## src/rtl/jt7759_adpcm_dec_if.sv

```systemverilog
// Decoder-side bundle between the JT7759 control FSM and the ADPCM decoder.
// The control FSM drives the nibble stream and clear; the decoder returns PCM.
interface jt7759_adpcm_dec_if #(
  parameter int OUTW = 14
);
  logic            cen_dec;
  logic            dec_rst;
  logic [3:0]      dec_din;
  logic [OUTW-1:0] sound;
  logic            snd_ok;

  modport master (
    output cen_dec,
    output dec_rst,
    output dec_din,
    input  sound,
    input  snd_ok
  );

  modport slave (
    input  cen_dec,
    input  dec_rst,
    input  dec_din,
    output sound,
    output snd_ok
  );
endinterface

```

## src/rtl/jt7759_adpcm_dec.sv

```systemverilog
// uPD7759 ADPCM decoder: adaptive step lookup (stage 1) followed by a
// saturating 9-bit accumulator (stage 2). Output is MSB-aligned into OUTW bits.
module jt7759_adpcm_dec #(
  parameter int OUTW = 14
) (
  input  logic               clk,
  input  logic               rst,
  jt7759_adpcm_dec_if.slave  dec
);

  // Step magnitudes per index row; nibble bit 3 selects the negated half.
  localparam logic [7:0] STEP_MAG [0:15][0:7] = '{
    '{8'd0, 8'd0,  8'd1,  8'd2,  8'd3,  8'd5,   8'd7,   8'd10 },
    '{8'd0, 8'd1,  8'd2,  8'd3,  8'd4,  8'd6,   8'd8,   8'd13 },
    '{8'd0, 8'd1,  8'd2,  8'd4,  8'd5,  8'd7,   8'd10,  8'd15 },
    '{8'd0, 8'd1,  8'd3,  8'd4,  8'd6,  8'd9,   8'd13,  8'd19 },
    '{8'd0, 8'd2,  8'd3,  8'd5,  8'd8,  8'd11,  8'd15,  8'd23 },
    '{8'd0, 8'd2,  8'd4,  8'd7,  8'd10, 8'd14,  8'd19,  8'd29 },
    '{8'd0, 8'd3,  8'd5,  8'd8,  8'd12, 8'd16,  8'd22,  8'd33 },
    '{8'd1, 8'd4,  8'd7,  8'd10, 8'd15, 8'd20,  8'd29,  8'd43 },
    '{8'd1, 8'd4,  8'd8,  8'd13, 8'd18, 8'd25,  8'd35,  8'd53 },
    '{8'd1, 8'd6,  8'd10, 8'd16, 8'd22, 8'd31,  8'd43,  8'd64 },
    '{8'd2, 8'd7,  8'd12, 8'd19, 8'd27, 8'd37,  8'd51,  8'd76 },
    '{8'd2, 8'd9,  8'd16, 8'd24, 8'd34, 8'd46,  8'd64,  8'd96 },
    '{8'd3, 8'd11, 8'd19, 8'd29, 8'd41, 8'd57,  8'd79,  8'd117},
    '{8'd4, 8'd13, 8'd24, 8'd36, 8'd50, 8'd69,  8'd96,  8'd143},
    '{8'd4, 8'd16, 8'd29, 8'd44, 8'd62, 8'd85,  8'd118, 8'd175},
    '{8'd6, 8'd20, 8'd36, 8'd54, 8'd76, 8'd106, 8'd148, 8'd217}
  };

  // Index adaptation by magnitude code; the sign bit does not matter.
  localparam logic signed [5:0] ADAPT [0:7] = '{
    -6'sd1, -6'sd1, 6'sd0, 6'sd0, 6'sd1, 6'sd2, 6'sd2, 6'sd3
  };

  logic signed [8:0]  r_acc;
  logic        [3:0]  r_idx;
  logic signed [8:0]  r_step;
  logic               r_pend;
  logic [OUTW-1:0]    r_sound;
  logic               r_snd_ok;

  logic        [7:0]  w_mag;
  logic signed [8:0]  w_step;
  logic signed [5:0]  w_idx_sum;
  logic        [3:0]  w_idx_next;
  logic signed [9:0]  w_sum;
  logic signed [8:0]  w_acc_next;
  logic [OUTW-1:0]    w_sound;

  // Step lookup and clamped index update for the nibble being sampled.
  always_comb begin
    w_mag     = STEP_MAG[r_idx][dec.dec_din[2:0]];
    w_step    = dec.dec_din[3] ? -$signed({1'b0, w_mag}) : $signed({1'b0, w_mag});
    w_idx_sum = $signed({2'b00, r_idx}) + ADAPT[dec.dec_din[2:0]];
    if (w_idx_sum < 0)
      w_idx_next = 4'd0;
    else if (w_idx_sum > 6'sd15)
      w_idx_next = 4'd15;
    else
      w_idx_next = w_idx_sum[3:0];
  end

  // Accumulate at 10 bits, saturate back to 9, and left-align into the output.
  always_comb begin
    w_sum = {r_acc[8], r_acc} + {r_step[8], r_step};
    if (w_sum > 10'sd255)
      w_acc_next = 9'sd255;
    else if (w_sum < -10'sd256)
      w_acc_next = -9'sd256;
    else
      w_acc_next = w_sum[8:0];
    w_sound = '0;
    w_sound[OUTW-1 -: 9] = w_acc_next;
  end

  // Two-stage pipeline; dec_rst clears state and drops any pending update.
  always_ff @(posedge clk or posedge rst) begin
    if (rst) begin
      r_acc    <= '0;
      r_idx    <= '0;
      r_step   <= '0;
      r_pend   <= 1'b0;
      r_sound  <= '0;
      r_snd_ok <= 1'b0;
    end else if (dec.dec_rst) begin
      r_acc    <= '0;
      r_idx    <= '0;
      r_pend   <= 1'b0;
      r_sound  <= '0;
      r_snd_ok <= 1'b0;
    end else begin
      r_snd_ok <= 1'b0;
      if (r_pend) begin
        r_acc    <= w_acc_next;
        r_sound  <= w_sound;
        r_snd_ok <= 1'b1;
        r_pend   <= 1'b0;
      end
      if (dec.cen_dec) begin
        r_step <= w_step;
        r_idx  <= w_idx_next;
        r_pend <= 1'b1;
      end
    end
  end

  assign dec.sound  = r_sound;
  assign dec.snd_ok = r_snd_ok;

endmodule

```

## src/flat_wrapper.sv

```systemverilog
// flat-port wrapper written by rule: the top's interface ports become plain ports
module jt7759_adpcm_dec_flat 
#(
  parameter int OUTW = 14
)
  (clk, rst, dec_cen_dec, dec_dec_rst, dec_dec_din, dec_sound, dec_snd_ok);
  jt7759_adpcm_dec_if #(.OUTW(OUTW)) dec_i ();
  input  logic clk;
  input  logic rst;
  input wire logic [$bits(dec_i.cen_dec)-1:0] dec_cen_dec;
  input wire logic [$bits(dec_i.dec_rst)-1:0] dec_dec_rst;
  input wire logic [$bits(dec_i.dec_din)-1:0] dec_dec_din;
  output wire logic [$bits(dec_i.sound)-1:0] dec_sound;
  output wire logic [$bits(dec_i.snd_ok)-1:0] dec_snd_ok;
  assign dec_i.cen_dec = dec_cen_dec;
  assign dec_i.dec_rst = dec_dec_rst;
  assign dec_i.dec_din = dec_dec_din;
  assign dec_sound = dec_i.sound;
  assign dec_snd_ok = dec_i.snd_ok;
  jt7759_adpcm_dec #(.OUTW(OUTW)) u_core (.clk(clk), .rst(rst), .dec(dec_i));
endmodule
```

## config.mk

```make
export PLATFORM = sky130hd
export DESIGN_NAME = jt7759_adpcm_dec_flat
export DESIGN_NICKNAME = d
export VERILOG_FILES = /design/src/rtl/jt7759_adpcm_dec_if.sv /design/src/rtl/jt7759_adpcm_dec.sv /design/src/flat_wrapper.sv
export SDC_FILE = /design/constraint.sdc
export NUM_CORES = 1
export LEC_CHECK = 0
export ABC_AREA = 1
export BUFFER_PORTS_ARGS = -buffer_cell sky130_fd_sc_hd__buf_4
export CELL_PAD_IN_SITES_DETAIL_PLACEMENT = 1
export CELL_PAD_IN_SITES_GLOBAL_PLACEMENT = 2
export CORE_MARGIN = 3
export CORE_UTILIZATION = 36
export DETAILED_ROUTE_END_ITERATION = 8
export GPL_TIMING_DRIVEN = 0
export PLACE_DENSITY = 0.95
export SLEW_MARGIN = 20
export SYNTH_ARGS = -nofsm -noshare
export SYNTH_HDL_FRONTEND = slang
export SYNTH_SLANG_ARGS = --single-unit
```

## constraint.sdc

```tcl
create_clock -name clk -period 4.4 [get_ports clk]
set_input_delay 0.88 -clock clk [delete_from_list [all_inputs] [get_ports clk]]
set_output_delay 0.88 -clock clk [all_outputs]
set_load 0.005 [all_outputs]
```

## Word-level counts from Yosys, hierarchy flattened

Memory sizes are Yosys's and may differ from the RTL's.
Index checks and enable logic that the tools add are counted.

- Register bits: 38
- Word-level logic and storage cells: 45
- Memories: 2
- Output and inout port bits: 15
- Input bits: 8
- ROM bits: 1072

- Add/sub/neg operators: 3
- Multiplexer cells: 22
- Bitwise gates (word level): 3
- Reductions and logical operators: 3
- $lt $le $gt $ge: 6

Memories:

| name | depth | width | read ports | clocked after Yosys merged registers in | write ports | RTL line | RTL |
|---|---|---|---|---|---|---|---|
| (no name shown) | 16 | 64 | 1 | 0 | 0 | jt7759_adpcm_dec.sv:53 | `w_mag = STEP_MAG[r_idx][dec.dec_din[2:0]];` |
| (no name shown) | 8 | 6 | 1 | 0 | 0 | jt7759_adpcm_dec.sv:55 | `w_idx_sum = $signed({2'b00, r_idx}) + ADAPT[dec.dec_din[2:0]];` |

Operator list:

| cell | count |
|---|---|
| $mux 64 | 2 |
| $mux 9 | 5 |
| $mux 14 | 2 |
| $bmux 8 s3 | 1 |
| $mux 4 | 4 |
| $mux 8 | 2 |
| $mux 6 | 2 |
| $add 9x9->10 | 1 |
| $gt 10x9->1 const B | 1 |
| $lt 10x9->1 const B | 1 |
| $neg 8->9 | 1 |
| $add 5x6->6 | 1 |
| $gt 6x5->1 const B | 1 |
| $lt 6x1->1 const B | 1 |
| $ge 5x5->1 const B | 1 |
| $not 4->5 | 1 |
| $ge 4x4->1 const B | 1 |
| $mux 1 | 4 |
| $not 3->4 | 1 |
| $reduce_bool 2->1 | 2 |
| $reduce_and 2->1 | 1 |
| $not 1->1 | 1 |

## Depth between registers and ports, before layout

- Depth in word-level cells: 10
- Depth in mapped cells: 21
- Gate-level depth less buffers: 20

## Worst setup path before layout

No wires, ideal clock.

- Path kind: input-to-reg
- Start: input port dec_dec_din[0]
- End: register u_core.r_idx[3]
- Arrival time: 2.988 ns
- Required time: 4.271 ns
- Cell stages on the path: 16
- Path buffers: 2
- Path slack: 1.283 ns
- Library setup time: 0.129 ns
- Cells stage by stage: buf_4 inv_2 buf_4 ha_1 o21ai_0 ha_1 inv_1 fa_1 nor2_1 inv_1 a21oi_1 nor2_1 nand3_1 nand2_1 o21ai_0 o21ai_0

- Cells in the longest elaborated chain, start to end: 10
- Elaborated cells on any way between the ends: 11
- Classes of those cells: add/sub (1); order compare (2); mux (6); bitwise (1); memory (1)

Ends and longest elaborated chain:

| what | RTL line | RTL |
|---|---|---|
| start: declaration | flat_wrapper.sv:12 | `input wire logic [$bits(dec_i.dec_din)-1:0] dec_dec_din;` |
| $not 3->4 (not written as such) (*) | jt7759_adpcm_dec.sv:55 |  |
| $mem_v2 8x6 (*) | n/a |  |
| $mux 6 (not written as such) (*) (2 in series) | jt7759_adpcm_dec.sv:55 |  |
| $add 5x6->6 (*) | jt7759_adpcm_dec.sv:55 |  |
| $gt 6x5->1 | jt7759_adpcm_dec.sv:58 | `else if (w_idx_sum > 6'sd15)` |
| $mux 4 | jt7759_adpcm_dec.sv:58 |  |
| $mux 4 (*) | jt7759_adpcm_dec.sv:56 | `if (w_idx_sum < 0)` |
| $mux 4 (*) | jt7759_adpcm_dec.sv:100 | `if (dec.cen_dec) begin` |
| $mux 4 (*) | jt7759_adpcm_dec.sv:86 | `end else if (dec.dec_rst) begin` |
| end signal: assignment | jt7759_adpcm_dec.sv:102 | `r_idx <= w_idx_next;` |
| end: declaration | jt7759_adpcm_dec.sv:37 | `logic [3:0] r_idx;` |

Every way passes the cells marked *; elsewhere a longest branch is shown, timed or not. The select of a mux whose other input is x is not followed.
A chain may end at the register's enable or synchronous reset.

## Final worst setup path

- Start: input port dec_dec_din[0]
- End: register u_core.r_idx[0]

Same word-level chain as after synthesis.

==> flow_metrics.env <==
export IMPL_routedWlPerCell_um=15.63
export IMPL_arrival_ns=3.45
export IMPL_vdd_drop_max_mv=0.1116
export IMPL_ys_warn_count=0
export IMPL_grt_pass1_wl_um=14980
export IMPL_die_area_sq_um=9076
export IMPL_syn_area_sq_um=2869
export IMPL_crit_end="u_core.r_idx[0]$_DFFE_PP0P_"
export IMPL_io_buffers=13
export IMPL_max_cap_violations=0
export IMPL_busiest_layer="met2"
export IMPL_max_freq_ghz=0.3030
export IMPL_antenna_cells=0
export IMPL_rows=31
export IMPL_routed_wl_um=8941
export IMPL_grtUsageMet1_pct=28.65
export IMPL_via_per_inst=5.231
export IMPL_gp_congestion=0.9289
export IMPL_p_per_area_nw_per_um2=292.6
export IMPL_multi_input_comb_area_sq_um=1928
export IMPL_cts_hold_buf=0
export IMPL_min_period_over_period_pct=75.00
export IMPL_rsz0062_at_grt="no"
export IMPL_io_pins=23
export IMPL_placed_area_sq_um=3105
export IMPL_drcViolationCount=0
export IMPL_netlist_instances=452
export IMPL_start_util_pct=38.33
export IMPL_r2r_start="u_core.r_idx[1]$_DFFE_PP0P_"
export IMPL_setup_worst_path_start="dec_dec_din[0]"
export IMPL_clockRootBuffer="clkbuf_8"
export IMPL_hold_viol=0
export IMPL_fin_util_pct=42.22
export IMPL_ys_types=35
export IMPL_synthMuxAreaShare_pct=0
export IMPL_slew_headroom_pct=37.58
export IMPL_fillers=1034
export IMPL_period_needed_ns=3.300
export IMPL_p_leak_uw=0.001712
export IMPL_layout_common_cells="nand2_1 (151), nand3_1 (80), inv_1 (40)"
export IMPL_synth_top_family_by_area="simple AND/OR/NAND/NOR gates"
export IMPL_synth_fa_ha_area_share_pct=10.55
export IMPL_drt_iter0_markers=110
export IMPL_setup_violations=0
export IMPL_core_sq_um=7486
export IMPL_avgSynthCellArea_sq_um=6.347
export IMPL_met3_usage_pct=1.657
export IMPL_grt_overflow=0
export IMPL_rr_worst_depth=18
export IMPL_drive_gt1_share_pct=14.16
export IMPL_final_nets=505
export IMPL_numClockSinks=24
export IMPL_cts_buffers_inserted=3
export IMPL_use_met2_pct=35.28
export IMPL_area_growth_pct=10.16
export IMPL_antenna_found_initial=0
export IMPL_grt_pass1_vias=2989
export IMPL_dp_hpwl_um=7236
export IMPL_cts_resized_gates=0
export IMPL_synth_compound_area_share_pct=8.984
export IMPL_postCtsSetupRepairBufs=0
export IMPL_clk_path_buf_depth=2
export IMPL_r2r_end="u_core.r_step[6]$_DFFE_PP0P_"
export IMPL_cp_max_fo=10
export IMPL_cts_tree="done"
export IMPL_die_w_um=95.27
export IMPL_cp_required_ns=4.55
export IMPL_slew_viol_final=0
export IMPL_skew_ns=0.003507
export IMPL_seq_area_sq_um=600.6
export IMPL_critPathCaptureType="flip-flop"
export IMPL_synth_simple_gate_area_share_pct=44.27
export IMPL_worst_slew_pin_slew_ns=0.9353
export IMPL_crit_path_start_kind="input port"
export IMPL_setup_tns_final_ns=0
export IMPL_ys_seq_area_share_pct=20.93
export IMPL_dp_cells=568
export IMPL_detail_route_antenna_nets=0
export IMPL_path_clk_slew_ns=0.09
export IMPL_status="complete, no violations"
export IMPL_vias=2992
export IMPL_grt_max_degree=25
export IMPL_dr_pass1_iters=4
export IMPL_worstSkewPairLatency_ns=0.27
export IMPL_post_route_cell_area_sq_um=3161
export IMPL_stdcell_count=572
export IMPL_die_h_um=95.27
export IMPL_synth_xor_area_share_pct=2.747
export IMPL_hold_path_class="reg2reg"
export IMPL_h_tree_depth=1
export IMPL_path_class="in2reg"
export IMPL_ys_seq_elements=24
export IMPL_layout_commonest_cell="nand2_1"
export IMPL_rrSetupSlack_ns=1.59
export IMPL_grtUsageTotal_pct=20.78
[area by class of cell]
type	instances	share of cell area (%)
timing repair buffer	13	3.088
multi-input combinational	366	61.01
sequential	24	19.00
clock buffer	4	1.742
inverter	45	5.503
tap	99	3.919
buffer	21	5.740
[synth_stat cells]
library cell,instances,area [sq um]
nand3b_1,2,15.01
ha_1,21,262.8
a21oi_1,18,90.09
buf_6,5,56.30
nor2_4,2,22.52
inv_6,1,8.760
o31ai_1,1,7.510
nand3_2,4,40.04
xor2_1,8,70.07
dfrtp_1,24,600.6
nand3_1,80,400.4
a211oi_1,1,7.510
buf_4,12,90.09
or2_2,2,12.51
nor3_1,1,5.000
o22ai_1,1,6.260
o211ai_1,2,15.01
nor2_2,2,12.51
nor2_1,23,86.33
nand2_1,151,566.8
inv_2,4,15.01
nand2_2,9,56.30
buf_12,1,20.02
o21bai_1,1,7.510
nand2_4,3,33.78
xnor2_1,1,8.760
o21ai_0,20,100.1
buf_2,3,15.01
a31oi_1,1,6.260
conb_1,1,3.750
a21oi_2,1,8.760
nand4_1,3,18.77
inv_1,40,150.1
fa_1,2,40.04
o21ai_2,1,8.760
[through the flow]
stage | worst slack, ns | power, uW | hold WS (ns)
6_report | 1.100 | 924.7 | 0.5103
5_1_grt | 0.7593 | 1011 | 0.5397
3_3_place_gp | 0.8953 | 761.8 | 0.4836
4_1_cts | 1.127 | 932.7 | 0.5075
3_5_place_dp | 0.8341 | 775.7 | 0.4850
2_1_floorplan | 1.283 | 637.7 | 0.4531
[critical path, cell delays in order]
cell and delay, ns:
buf_4 0.16, inv_2 0.20, buf_4 0.22, ha_1 0.24, o21ai_0 0.19, ha_1 0.21
inv_1 0.06, fa_1 0.39, nor2_1 0.13, inv_1 0.06, a21oi_1 0.19, nor2_1 0.06
nand3_1 0.10, nand2_1 0.09, o21ai_0 0.17, o21ai_0 0.10
[logic make-up after synthesis]
group	count (synthesis)
xor+xnor	9
simple gates	282
buf+inv	66
fa+ha+maj	23
compound gates	47
flops	24
other cells	1
[sequential cells by signal, summed over array words and instances (netlist names)]
signal	cells
u_core.dec.sound	9
u_core.r_step	9
u_core.r_idx	4
u_core.dec.snd_ok	1
u_core.r_pend	1
[worst min-delay path by stage]
stage,from,cells after the start,endpoint
after floorplan,u_core.r_step[5]$_DFFE_PP0P_,2,u_core.r_step[5]$_DFFE_PP0P_
after global placement,u_core.r_step[3]$_DFFE_PP0P_,2,u_core.r_step[3]$_DFFE_PP0P_
after detailed placement,u_core.r_step[3]$_DFFE_PP0P_,2,u_core.r_step[3]$_DFFE_PP0P_
after CTS,u_core.r_step[3]$_DFFE_PP0P_,2,u_core.r_step[3]$_DFFE_PP0P_
after global routing,u_core.r_step[4]$_DFFE_PP0P_,2,u_core.r_step[4]$_DFFE_PP0P_
final,u_core.r_step[3]$_DFFE_PP0P_,2,u_core.r_step[3]$_DFFE_PP0P_
[per-layer routing]
metal	vias to the layer above	share of wire [%]
met3	12	3.0
met2	51	48
met5	-	0
met4	0	1.4
met1	1429	47
li1	1500	-
[where the power goes]
part	internal (uW)	total, uW	switching, uW
clock	80.0	154	74.4
sequential	254	290	36.2
combinational	183	480	297
(Power assumes the default switching activity.)
